`config.mk`:
```
export PLATFORM = sky130hd
export DESIGN_NAME = serial_restoring_divider
export DESIGN_NICKNAME = d
export VERILOG_FILES = /design/src/rtl/serial_restoring_divider.sv
export SDC_FILE = /design/constraint.sdc
export NUM_CORES = 1
export LEC_CHECK = 0
export ABC_AREA = 1
export BUFFER_PORTS_ARGS = -buffer_cell sky130_fd_sc_hd__buf_2
export CELL_PAD_IN_SITES_DETAIL_PLACEMENT = 0
export CELL_PAD_IN_SITES_GLOBAL_PLACEMENT = 1
export CORE_MARGIN = 5
export CORE_UTILIZATION = 42
export CTS_CLUSTER_DIAMETER = 50
export DETAILED_ROUTE_END_ITERATION = 7
export GPL_TIMING_DRIVEN = 0
export PLACE_DENSITY = 0.86
export SYNTH_ARGS = -nofsm -noshare
export SYNTH_HDL_FRONTEND = slang
export SYNTH_SLANG_ARGS = --single-unit
export TNS_END_PERCENT = 10
```
`constraint.sdc`:
```
create_clock -name clk -period 2 [get_ports clk]
set_input_delay 0.4 -clock clk [delete_from_list [all_inputs] [get_ports clk]]
set_output_delay 0.4 -clock clk [all_outputs]
set_load 0.005 [all_outputs]
```
`src/rtl/serial_restoring_divider.sv`:
```
// Serial restoring divider: one quotient bit per clock, WIDTH iterations per divide.
// Define DIV_SIGNED_EN for two's-complement operands (truncating division, remainder takes dividend sign).
module serial_restoring_divider #(
  parameter int WIDTH = 6
) (
  input  logic             clk,
  input  logic             rst,
  input  logic             load,
  input  logic [WIDTH-1:0] a,
  input  logic [WIDTH-1:0] b,
  output logic [WIDTH-1:0] quotient,
  output logic [WIDTH-1:0] remainder,
  output logic             busy,
  output logic             done,
  output logic             div_by_zero
);

  localparam int CW = $clog2(WIDTH + 1);

  typedef enum logic [1:0] {IDLE, RUN, ZDIV} state_t;

  state_t           state, state_nxt;
  logic [WIDTH:0]   r;
  logic [WIDTH-1:0] q;
  logic [WIDTH-1:0] d;
  logic [CW-1:0]    count;

  logic [WIDTH:0]   shifted;
  logic [WIDTH:0]   diff;
  logic             fit;
  logic             last;
  logic [WIDTH:0]   r_next;
  logic [WIDTH-1:0] q_next;
  logic [WIDTH-1:0] a_mag;
  logic [WIDTH-1:0] b_mag;
  logic [WIDTH-1:0] q_fin;
  logic [WIDTH-1:0] r_fin;
  logic [WIDTH-1:0] zrem;

  // One restoring step on {R,Q}; r[WIDTH] is always 0 between steps but still forces a fit if set
  always_comb begin
    shifted = {r[WIDTH-1:0], q[WIDTH-1]};
    diff    = shifted - {1'b0, d};
    fit     = r[WIDTH] | (shifted >= {1'b0, d});
    r_next  = fit ? diff : shifted;
    q_next  = {q[WIDTH-2:0], fit};
    last    = (count == CW'(WIDTH - 1));
  end

`ifdef DIV_SIGNED_EN
  logic sq;
  logic sr;

  always_comb begin
    a_mag = a[WIDTH-1] ? -a : a;
    b_mag = b[WIDTH-1] ? -b : b;
    q_fin = sq ? -q_next : q_next;
    r_fin = sr ? -r_next[WIDTH-1:0] : r_next[WIDTH-1:0];
    // q still holds |a| on a zero divide; restoring the sign recovers a
    zrem  = sr ? -q : q;
  end

  always_ff @(posedge clk or negedge rst) begin
    if (!rst) begin
      sq <= 1'b0;
      sr <= 1'b0;
    end else if (state == IDLE && load) begin
      sq <= a[WIDTH-1] ^ b[WIDTH-1];
      sr <= a[WIDTH-1];
    end
  end
`else
  always_comb begin
    a_mag = a;
    b_mag = b;
    q_fin = q_next;
    r_fin = r_next[WIDTH-1:0];
    zrem  = q;
  end
`endif

  always_ff @(posedge clk or negedge rst) begin
    if (!rst) state <= IDLE;
    else      state <= state_nxt;
  end

  always_comb begin
    state_nxt = state;
    case (state)
      IDLE: if (load) state_nxt = (b == '0) ? ZDIV : RUN;
      RUN:  if (last) state_nxt = IDLE;
      ZDIV: state_nxt = IDLE;
      default: state_nxt = IDLE;
    endcase
  end

  always_comb begin
    busy = (state != IDLE);
  end

  always_ff @(posedge clk or negedge rst) begin
    if (!rst) begin
      r           <= '0;
      q           <= '0;
      d           <= '0;
      count       <= '0;
      quotient    <= '0;
      remainder   <= '0;
      done        <= 1'b0;
      div_by_zero <= 1'b0;
    end else begin
      done <= 1'b0;
      case (state)
        IDLE: begin
          if (load) begin
            d           <= b_mag;
            q           <= a_mag;
            r           <= '0;
            count       <= '0;
            div_by_zero <= 1'b0;
          end
        end
        RUN: begin
          r     <= r_next;
          q     <= q_next;
          count <= count + CW'(1);
          if (last) begin
            quotient  <= q_fin;
            remainder <= r_fin;
            done      <= 1'b1;
          end
        end
        ZDIV: begin
          quotient    <= '1;
          remainder   <= zrem;
          div_by_zero <= 1'b1;
          done        <= 1'b1;
        end
        default: ;
      endcase
    end
  end

endmodule
```
==> impl_results.md <==
* Status: completed
* Syn Area/Cell at 8.08 µm²
* CP endpoint kind: flip-flop
* DR vias at 1730
* Clock skew at 0.00868 ns
* First-pass GRT wire length at 8.12 mm
* Final RePlAce weighted congestion at just over 0.8
* Fin nets at approximately 320
* Routed vias/inst at between 4 and 5
* Peak VDD IR at 0.834 mV
* Post-layout util at around 50%
* Floorplan row count at 25
* Syn. warnings at 0
* Hold Crit Class: in -> async
* Data arrival, critical path at 2.02 ns
* Fmax achieved at 0.557 GHz
* Maximum fanout along the worst path at 3
* Starting Density at 43.5%
* Residual DRC at 0
* Hpwl dp at between 3 and 4 mm
* Synth Flop Type: dfrtp_1
* Area leader, netlist: dfrtp_1
* CTS Buffer Depth at 2
* Worst Tran Pin Value at 0.844 ns
* Synthesized netlist net count at around 280
* Drt pass-1 iters at 4
* Initial antenna violation count at 0
* Die Y at 80.2 µm
* RSZ-0062 raised after global routing: no
* Layout Area Growth over Synthesis at 15.0%
* Post-synth EDFFs at 0
* CP Launch Type: flip-flop
* DP Worst Slack at between 0.1 and 0.15 ns
* CTS Buf Count at 5
* Total track usage at between 10% and 20%
* Pins Over Slew Limit at 0
* N_diodes at 0
* Clock Latency Late Sink at 0.28 ns
* Relative slew slack at between 40% and 50%
* Sequential element share of the synthesized area at 46.0%
* Setup CP Type: reg -> reg
* Share of layout cells above drive strength 1 at about 17%
* Final ANT Viol Nets at 0
* Critical Path RT at 2.22 ns
* Clk root buf: clkbuf_8
* Final min period at 1.80 ns
* Post-CTS Resized at 0
* Synth top area share at 46.0%
* Setup violators final at 0
* RR Endpoint: r[6]$_DFFE_PN0P_
* IO Pins at 30
* Clock sink total at 38
* Min Hold Slack at roughly 0.22 ns
* Post-CTS Hold Buffers at 0
* Total grt overflow at 0
* Setup TNS at 0 ns
* CTS tree: yes
* Die W at approximately 80 µm
* Most numerous cell in the Yosys netlist: nand2_1
* Synth cell types at 29
* R2R Setup Slk at 0.20 ns
* Max-Cap Viols at 0
* Synth async-reset ratio at 100%
* Clock slew seen by the registers of the worst setup and hold paths at 0.08 ns
* Seq cells post-synth at 38
* Synth top area cells: dfrtp_1 46%, nand2_1 14%, ha_1 6.7%
* Post-CTS Setup Repair Bufs at 0
* Fin crit share at 89.8%
* Placement Cell Area at roughly 2300 µm²
* Top cells by count, synth: 76 x nand2_1, 38 x dfrtp_1, 32 x inv_1
* FF-to-FF path depth at 11
* P per Cell Area at 1630 nW/µm²
* # port buffers at 29
* Endpoints failing hold at 0
* CTS HTree Levels at 2
* Syn Inst Count at 256
* Mean routed wirelength per cell at 12.9 µm
* Initial drt markers at 119
* Post-Layout Inst Area at 2380 µm²
* Mapped cell area at 2070 µm²
* Leak at 0.00130 µW
* Core area at approximately 4800 µm²
* Setup ws final at 0.204 ns
* Number of global-route vias before repair at 1806
* Critical R2R Launch: q[5]$_DFFE_PN0P_
* Die area at between 6000 and 7000 µm²
* Largest net degree at the start of global routing at 39
* Drt total wl at between 4 and 5 mm
metrics by stage:
| stage | power (µW) | std cells |
|---|---|---|
| after floorplan | 2820 | 256 |
| after global placement | 3370 | 352 |
| after detailed placement | 3390 | 352 |
| after CTS | 3910 | 359 |
| after global routing | 4340 | 359 |
| final | 3880 | 359 |
state kept, by name, indices dropped and copies added, names as in the netlist:
register     flops
count            3
d                6
div_by_zero      1
done             1
q                6
quotient         6
r                7
remainder        6
state            2
logic make-up after synthesis:
group	after synthesis	share of synthesized area, %
compound gates	46	12.9
simple gates	118	24.0
flops	38	46.0
mux	1	0.544
xor+xnor	3	1.27
buf+inv	38	7.62
fa+ha+maj	12	7.62
placed cells by master (no fill, tap or decap):
cell / Yosys / final
clkbuf_1: 2 / 2
buf_4: 1 / 1
dfrtp_1: 38 / 38
o221ai_1: 1 / 1
xnor2_1: 1 / 1
clkbuf_8: 1 / 6
o21ai_0: 16 / 16
fa_2: 0 / 1
nand3_1: 14 / 14
nand3_2: 1 / 1
o211ai_1: 4 / 4
nor3_1: 2 / 2
nand2_4: 2 / 2
ha_1: 11 / 11
clkinv_2: 0 / 2
a21boi_0: 1 / 1
o21ai_4: 1 / 1
inv_2: 1 / 2
o21ai_2: 2 / 2
nand4_1: 1 / 1
xor2_1: 2 / 2
nand2_1: 76 / 76
nor2_4: 1 / 1
and3_1: 1 / 1
a21oi_1: 19 / 19
inv_1: 32 / 31
o22ai_1: 2 / 2
mux2_2: 1 / 1
nor2_1: 20 / 20
buf_2: 1 / 30
worst max path at each step:
stage	depth (start not counted)	slack [ns]	start	end
floorplan	10	0.31	q[5]$_DFFE_PN0P_	r[6]$_DFFE_PN0P_
global placement	10	0.13	q[5]$_DFFE_PN0P_	r[6]$_DFFE_PN0P_
detailed placement	11	0.12	q[5]$_DFFE_PN0P_	r[6]$_DFFE_PN0P_
CTS	11	0.11	q[5]$_DFFE_PN0P_	r[6]$_DFFE_PN0P_
global route	11	0.04	q[5]$_DFFE_PN0P_	remainder[4]$_DFFE_PN0P_
finish	11	0.20	q[5]$_DFFE_PN0P_	r[6]$_DFFE_PN0P_
layout make-up:
| cell class | count | area [µm²] |
|---|---|---|
| inverter | 33 | 124 |
| sequential | 38 | 951 |
| tap | 67 | 83.8 |
| clock inverter | 2 | 10.0 |
| buffer | 5 | 33.8 |
| multi-input combinational | 180 | 962 |
| fill | 509 | 2380 |
| clock buffer | 5 | 68.8 |
| timing repair buffer | 29 | 145 |
critical path, stage by stage (launching register included):
cell      delay, ns
dfrtp_1        0.39
inv_2          0.09
ha_1           0.17
inv_1          0.07
fa_2           0.35
nand3_1        0.09
nand2_1        0.08
a21boi_0       0.23
nand2_1        0.09
nand2_1        0.06
nand3_1        0.06
nand2_1        0.06
routing by layer:
layer | track usage [%] | routed length, µm
met3 | 4.60 | 192
met1 | 21.4 | 2220
met5 | 0 | 0
met2 | 26.0 | 2190
met4 | 5.24 | 47
power by group:
group,internal [µW],leakage (µW),switching [µW]
registers,1090,0.000472,164
clock network,234,0.0000438,257
logic,779,0.000783,1350
(Power assumes the default switching activity.)
